`src/rtl/ci_initiator_if.sv`:
```
// rtl/ci_initiator_if.sv - request, CI bus and response signals of the CI initiator
interface ci_initiator_if;
  logic        req_valid;
  logic        req_ready;
  logic [7:0]  req_ci_n;
  logic [31:0] req_value_a;
  logic [31:0] req_value_b;

  logic        ci_start;
  logic [7:0]  ci_n;
  logic [31:0] ci_value_a;
  logic [31:0] ci_value_b;
  logic        ci_done;
  logic [31:0] ci_result;

  logic        resp_valid;
  logic        resp_ready;
  logic [31:0] resp_result;
  logic        resp_timeout;

  modport master (
    input  req_valid, req_ci_n, req_value_a, req_value_b,
    output req_ready,
    output ci_start, ci_n, ci_value_a, ci_value_b,
    input  ci_done, ci_result,
    output resp_valid, resp_result, resp_timeout,
    input  resp_ready
  );

  modport slave (
    output req_valid, req_ci_n, req_value_a, req_value_b,
    input  req_ready,
    input  ci_start, ci_n, ci_value_a, ci_value_b,
    output ci_done, ci_result,
    input  resp_valid, resp_result, resp_timeout,
    output resp_ready
  );
endinterface

```
`src/rtl/ci_initiator.sv`:
```
// rtl/ci_initiator.sv - CI bus master: one transaction at a time, result or timeout returned as a response
module ci_initiator #(
  parameter int TIMEOUT_CYCLES = 255
) (
  input  logic           i_clock,
  input  logic           i_reset,
  ci_initiator_if.master bus,
  output logic           o_busy,
  output logic [7:0]     o_timeout_count
);

  localparam int WCW = (TIMEOUT_CYCLES > 0) ? $clog2(TIMEOUT_CYCLES + 1) : 1;
  localparam logic [WCW-1:0] WAIT_LAST = (TIMEOUT_CYCLES > 0) ? WCW'(TIMEOUT_CYCLES - 1) : '0;
  localparam bit NO_WAIT = (TIMEOUT_CYCLES == 0);

  typedef enum logic [1:0] {
    S_IDLE,
    S_ISSUE,
    S_WAIT,
    S_RESP
  } state_t;

  state_t          r_state;
  logic [WCW-1:0]  r_wait_cnt;
  logic            r_req_ready;
  logic            r_ci_start;
  logic [7:0]      r_ci_n;
  logic [31:0]     r_ci_value_a;
  logic [31:0]     r_ci_value_b;
  logic            r_resp_valid;
  logic [31:0]     r_resp_result;
  logic            r_resp_timeout;
  logic            r_busy;
  logic [7:0]      r_timeout_count;

  logic            w_in_flight;
  logic            w_done_seen;
  logic            w_give_up;
  logic            w_to_resp;

  // Done wins over the timeout when both land in the same cycle.
  always_comb begin
    w_in_flight = (r_state == S_ISSUE) || (r_state == S_WAIT);
    w_done_seen = w_in_flight && bus.ci_done;
    w_give_up   = !bus.ci_done &&
                  (((r_state == S_ISSUE) && NO_WAIT) ||
                   ((r_state == S_WAIT) && (r_wait_cnt == WAIT_LAST)));
    w_to_resp   = w_done_seen || w_give_up;
  end

  always_ff @(posedge i_clock) begin
    if (!i_reset) begin
      r_state         <= S_IDLE;
      r_wait_cnt      <= '0;
      r_req_ready     <= 1'b1;
      r_ci_start      <= 1'b0;
      r_ci_n          <= '0;
      r_ci_value_a    <= '0;
      r_ci_value_b    <= '0;
      r_resp_valid    <= 1'b0;
      r_resp_result   <= '0;
      r_resp_timeout  <= 1'b0;
      r_busy          <= 1'b0;
      r_timeout_count <= '0;
    end else begin
      case (r_state)
        S_IDLE: begin
          if (bus.req_valid) begin
            r_state      <= S_ISSUE;
            r_req_ready  <= 1'b0;
            r_ci_start   <= 1'b1;
            r_busy       <= 1'b1;
            r_ci_n       <= bus.req_ci_n;
            r_ci_value_a <= bus.req_value_a;
            r_ci_value_b <= bus.req_value_b;
          end
        end
        S_ISSUE: begin
          r_ci_start <= 1'b0;
          if (!w_to_resp) begin
            r_state    <= S_WAIT;
            r_wait_cnt <= '0;
          end
        end
        S_WAIT: begin
          if (!w_to_resp) begin
            r_wait_cnt <= r_wait_cnt + WCW'(1);
          end
        end
        S_RESP: begin
          if (bus.resp_ready) begin
            r_state        <= S_IDLE;
            r_resp_valid   <= 1'b0;
            r_resp_result  <= '0;
            r_resp_timeout <= 1'b0;
            r_req_ready    <= 1'b1;
            r_busy         <= 1'b0;
          end
        end
        default: begin
          r_state <= S_IDLE;
        end
      endcase

      // Common entry into RESP from either ISSUE or WAIT; operands are released here.
      if (w_to_resp) begin
        r_state        <= S_RESP;
        r_resp_valid   <= 1'b1;
        r_resp_result  <= w_done_seen ? bus.ci_result : 32'd0;
        r_resp_timeout <= w_give_up;
        r_ci_n         <= '0;
        r_ci_value_a   <= '0;
        r_ci_value_b   <= '0;
        if (w_give_up && (r_timeout_count != 8'hFF)) begin
          r_timeout_count <= r_timeout_count + 8'd1;
        end
      end
    end
  end

  assign bus.req_ready    = r_req_ready;
  assign bus.ci_start     = r_ci_start;
  assign bus.ci_n         = r_ci_n;
  assign bus.ci_value_a   = r_ci_value_a;
  assign bus.ci_value_b   = r_ci_value_b;
  assign bus.resp_valid   = r_resp_valid;
  assign bus.resp_result  = r_resp_result;
  assign bus.resp_timeout = r_resp_timeout;
  assign o_busy           = r_busy;
  assign o_timeout_count  = r_timeout_count;

endmodule
```
`src/flat_wrapper.sv`:
```
// flat-port wrapper written by rule: the top's interface ports become plain ports
module ci_initiator_flat 
#(
  parameter int TIMEOUT_CYCLES = 255
)
  (i_clock, i_reset, o_busy, o_timeout_count, bus_req_valid, bus_req_ci_n, bus_req_value_a, bus_req_value_b, bus_req_ready, bus_ci_start, bus_ci_n, bus_ci_value_a, bus_ci_value_b, bus_ci_done, bus_ci_result, bus_resp_valid, bus_resp_result, bus_resp_timeout, bus_resp_ready);
  ci_initiator_if bus_i ();
  input  logic i_clock;
  input  logic i_reset;
  output logic o_busy;
  output logic [7:0] o_timeout_count;
  input wire logic [$bits(bus_i.req_valid)-1:0] bus_req_valid;
  input wire logic [$bits(bus_i.req_ci_n)-1:0] bus_req_ci_n;
  input wire logic [$bits(bus_i.req_value_a)-1:0] bus_req_value_a;
  input wire logic [$bits(bus_i.req_value_b)-1:0] bus_req_value_b;
  output wire logic [$bits(bus_i.req_ready)-1:0] bus_req_ready;
  output wire logic [$bits(bus_i.ci_start)-1:0] bus_ci_start;
  output wire logic [$bits(bus_i.ci_n)-1:0] bus_ci_n;
  output wire logic [$bits(bus_i.ci_value_a)-1:0] bus_ci_value_a;
  output wire logic [$bits(bus_i.ci_value_b)-1:0] bus_ci_value_b;
  input wire logic [$bits(bus_i.ci_done)-1:0] bus_ci_done;
  input wire logic [$bits(bus_i.ci_result)-1:0] bus_ci_result;
  output wire logic [$bits(bus_i.resp_valid)-1:0] bus_resp_valid;
  output wire logic [$bits(bus_i.resp_result)-1:0] bus_resp_result;
  output wire logic [$bits(bus_i.resp_timeout)-1:0] bus_resp_timeout;
  input wire logic [$bits(bus_i.resp_ready)-1:0] bus_resp_ready;
  assign bus_i.req_valid = bus_req_valid;
  assign bus_i.req_ci_n = bus_req_ci_n;
  assign bus_i.req_value_a = bus_req_value_a;
  assign bus_i.req_value_b = bus_req_value_b;
  assign bus_req_ready = bus_i.req_ready;
  assign bus_ci_start = bus_i.ci_start;
  assign bus_ci_n = bus_i.ci_n;
  assign bus_ci_value_a = bus_i.ci_value_a;
  assign bus_ci_value_b = bus_i.ci_value_b;
  assign bus_i.ci_done = bus_ci_done;
  assign bus_i.ci_result = bus_ci_result;
  assign bus_resp_valid = bus_i.resp_valid;
  assign bus_resp_result = bus_i.resp_result;
  assign bus_resp_timeout = bus_i.resp_timeout;
  assign bus_i.resp_ready = bus_resp_ready;
  ci_initiator #(.TIMEOUT_CYCLES(TIMEOUT_CYCLES)) u_core (.i_clock(i_clock), .i_reset(i_reset), .bus(bus_i), .o_busy(o_busy), .o_timeout_count(o_timeout_count));
endmodule
```
`config.mk`:
```
export PLATFORM = sky130hd
export DESIGN_NAME = ci_initiator_flat
export DESIGN_NICKNAME = d
export VERILOG_FILES = /design/src/rtl/ci_initiator_if.sv /design/src/rtl/ci_initiator.sv /design/src/flat_wrapper.sv
export SDC_FILE = /design/constraint.sdc
export NUM_CORES = 1
export LEC_CHECK = 0
export BUFFER_PORTS_ARGS = -buffer_cell sky130_fd_sc_hd__buf_2
export CAP_MARGIN = 15
export CORE_MARGIN = 2
export CORE_UTILIZATION = 47
export CTS_BUF_LIST = sky130_fd_sc_hd__clkbuf_8
export DETAILED_ROUTE_END_ITERATION = 8
export GPL_ROUTABILITY_DRIVEN = 0
export PLACE_DENSITY_LB_ADDON = 0.15
export SLEW_MARGIN = 0
export SYNTH_ARGS = -nofsm -noshare
export SYNTH_HDL_FRONTEND = slang
export SYNTH_SLANG_ARGS = --single-unit
```
`constraint.sdc`:
```
create_clock -name i_clock -period 2.6 [get_ports i_clock]
set_input_delay 0.13 -clock i_clock [delete_from_list [all_inputs] [get_ports i_clock]]
set_output_delay 0.13 -clock i_clock [all_outputs]
set_load 0.01 [all_outputs]
```
==> run summary <==
status: finished clean
number of nets still failing antenna checks after routing: 0
Relative slew margins: 50.7%
first-pass GRT wire length: 22200 microns
Lkg Pwr: 3.37 nW
Min-Delay Path Class: in2reg
P_sw: 2.16 mW
Fmax achieved: 449 MHz
largest area contributor in the netlist: dfxtp_1
CP max stage delay: 0.51 ns
# rows: 36
Starting DRT DRC Count: 182
most instantiated cells after synthesis: nand2_1, dfxtp_1, a21oi_1, a22o_1, clkbuf_1
nature of the critical path endpoint: flop
largest cells by area after synthesis: dfxtp_1, nand2_1, a21oi_1
Max Slew Vio Count: 0
Max Cap Violations: 0
logic gate share of total power: 32.6%
vias in the first global route: 4729
Startpoint Class: flop
sequential element share of the synthesized area: 55.2%
fin crit period: 2.23 ns
Worst-Skew Late Latency: 0.43 ns
largest net degree at the start of global routing: 74
slowest CP cell: or3_1
Post-Synthesis Cell Area: 4610 sq um
cell area power density: 854 nW/um^2
Unique masters post-synth: 42
Worst-Margin Slew: 0.740 ns
Multi-input gate area: 1920 sq um
Post-Layout Cell Count: 996
Total Wirelength: 14900 microns
CTS tree: built
initial antenna violation count: 0
top-count cell post-synth: nand2_1
Num CTS Buffers: 17
HPWL Detailed: 8490 microns
GRT Resource Usage Total: 26.7%
Filler Cells Inserted: 645
Starting Density: 47.8%
cells after synthesis: 530
total negative slack: 0 ns
skew final: 0.0102 ns
Hold Fails Final Rpt: 0
Seq. cell area: 2540 sq um
die outline area: 10600 sq um
via count: 5052
Int Pwr: 4.07 mW
drt wl/cell: 15.0 microns
Placed Cells: 862
GRT overflow: 0
Clock power frac: 26.6%
Clock transition at path regs: 0.07 ns
Sequential Power Share: 40.8%
top cell type's share of synthesized area: 55.2%
Final period util: 85.7%
WS Path Type: reg2reg
Ys Warns: 0
Port Buffers: 225
Final Util: 75.7%
Max clock buf depth: 2
Pre-antenna DRT Iters: 5
hold_ws: 0.0543 ns
DRC Markers: 0
Antenna diodes: 0
switch share: 34.7%
CP arrival: 2.58 ns
Layout area overhead: 58.2%
I/O pins: 226
Core Region: 9640 sq um
H-tree depth: 4
Worst EP required: 2.95 ns
layout cells sized above 1: 30.6%
min setup slack post-route: 0.371 ns
clk root buf: clkbuf_8
Vias/cell: 5.07
Layout Nets: 968
Synth Register Bits: 127
Syn Nets: 646
setup violators final: 0
worst path cell trace: inv_1 > ha_1 > nand4_1 > or3_1 > buf_4 > nor3_1 > mux2i_1
Setup WS pre-CTS: 0.427 ns
Die X: 103 microns
unrepaired setup endpoints after global routing: false
clk sink count: 127
largest fanout on the critical path: 12
die span in y: 103 microns
Synth Flop Type: dfxtp_1
Mapped Avg Cell Area: 8.70 sq um
Peak VDD IR: 0.504 mV
EDFF count, synth: 0
share of flip-flops with an asynchronous set or reset: 0%
==> power by group through the flow <==
stage | Sequential (mW) | Clock [mW] | Combinational [mW]
4_1_cts | 2.52 | 1.68 | 1.98
5_1_grt | 2.58 | 1.77 | 2.23
3_5_place_dp | 2.55 | 0 | 1.86
6_report | 2.54 | 1.66 | 2.03
3_3_place_gp | 2.54 | 0 | 1.82
2_1_floorplan | 2.73 | 0 | 0.951
==> area by class of cell <==
type | instances | area share, %
Clock inverter | 9 | 1.29
Multi-Input combinational cell | 360 | 26.4
Clock buffer | 21 | 3.96
Inverter | 11 | 0.566
Timing Repair Buffer | 335 | 30.7
Tap cell | 133 | 2.28
Sequential cell | 127 | 34.9
==> path summary, 6_finish.rpt <==
kind              slack [ns]  cells after the start                      start                         to
setup / recovery        0.37                      7          u_core.r_state[0]  u_core.o_timeout_count[6]
hold / removal          0.05                      2                    i_reset       u_core.bus.req_ready
setup reg to reg        0.37                      7          u_core.r_state[0]  u_core.o_timeout_count[6]
hold reg to reg         0.45                      2  u_core.bus.ci_value_b[19]  u_core.bus.ci_value_b[19]
==> flip-flops by register name (all words and copies together), names as in the netlist, 2 cells and up <==
signal                  count
u_core.bus.ci_n             8
u_core.bus.ci_value_a      32
u_core.bus.ci_value_b      32
u_core.bus.resp_result     32
u_core.o_timeout_count      8
u_core.r_state              2
u_core.r_wait_cnt           8
==> critical path, delay by kind of cell (launching register included) <==
family | cells | cell delay, ns
AND/OR/NAND/NOR | 3 | 0.98
multiplexers | 1 | 0.26
flip-flops | 1 | 0.34
adder cells (fa/ha/maj) | 1 | 0.24
buffers and inverters | 2 | 0.33
==> cell families (layout without fill, tap and decap cells) <==
kind of cell    after synthesis  in the layout  share of synthesized area [%]
flops                       127            127                           55.2
compound gates              159            159                           21.6
buf+inv                      43            376                           3.53
fa+ha+maj                     7              7                           1.90
simple gates                191            191                           17.2
mux                           3              3                          0.651
==> layout by cell type (no fill, tap or decap), drive strengths merged, types with 3 or more instances in the layout <==
master and instances:
a22o 32, or3 3, dfxtp 127, or4 3, a21oi 91, nand2 156, o21ai 9, clkbuf 21
mux2i 3, and3 4, o21a 6, nor2 5, nand4 4, nand3 5, o31ai 4, buf 231
dlygate4sd3 104, inv 13, o211ai 4, clkinv 4, ha 7
==> repair_timing <==
| item | 4_1_cts | 5_1_grt |
|---|---|---|
| resized for setup | 0 | 0 |
| hold buffers | 104 | 0 |
| endpoints found under the hold margin | 104 | 0 |
| buffers inserted | 0 | 0 |
==> through the flow <==
step	cell area (sq um)	power, mW
floorplan	4610	3.68
global placement	5870	4.37
detailed placement	5870	4.41
CTS	7290	6.18
global route	7290	6.58
finish	7290	6.23
==> metal layers <==
layer	share of wire [%]	track usage, %	up-vias	wire, microns
li1	-	-	2473	-
met1	40	31.2	2310	6000
met2	48	43.3	236	7200
met3	9.1	9.42	33	1350
met4	2.4	13.5	0	360
met5	0	0	-	0
Note: power is estimated with default switching activity, not from simulation.
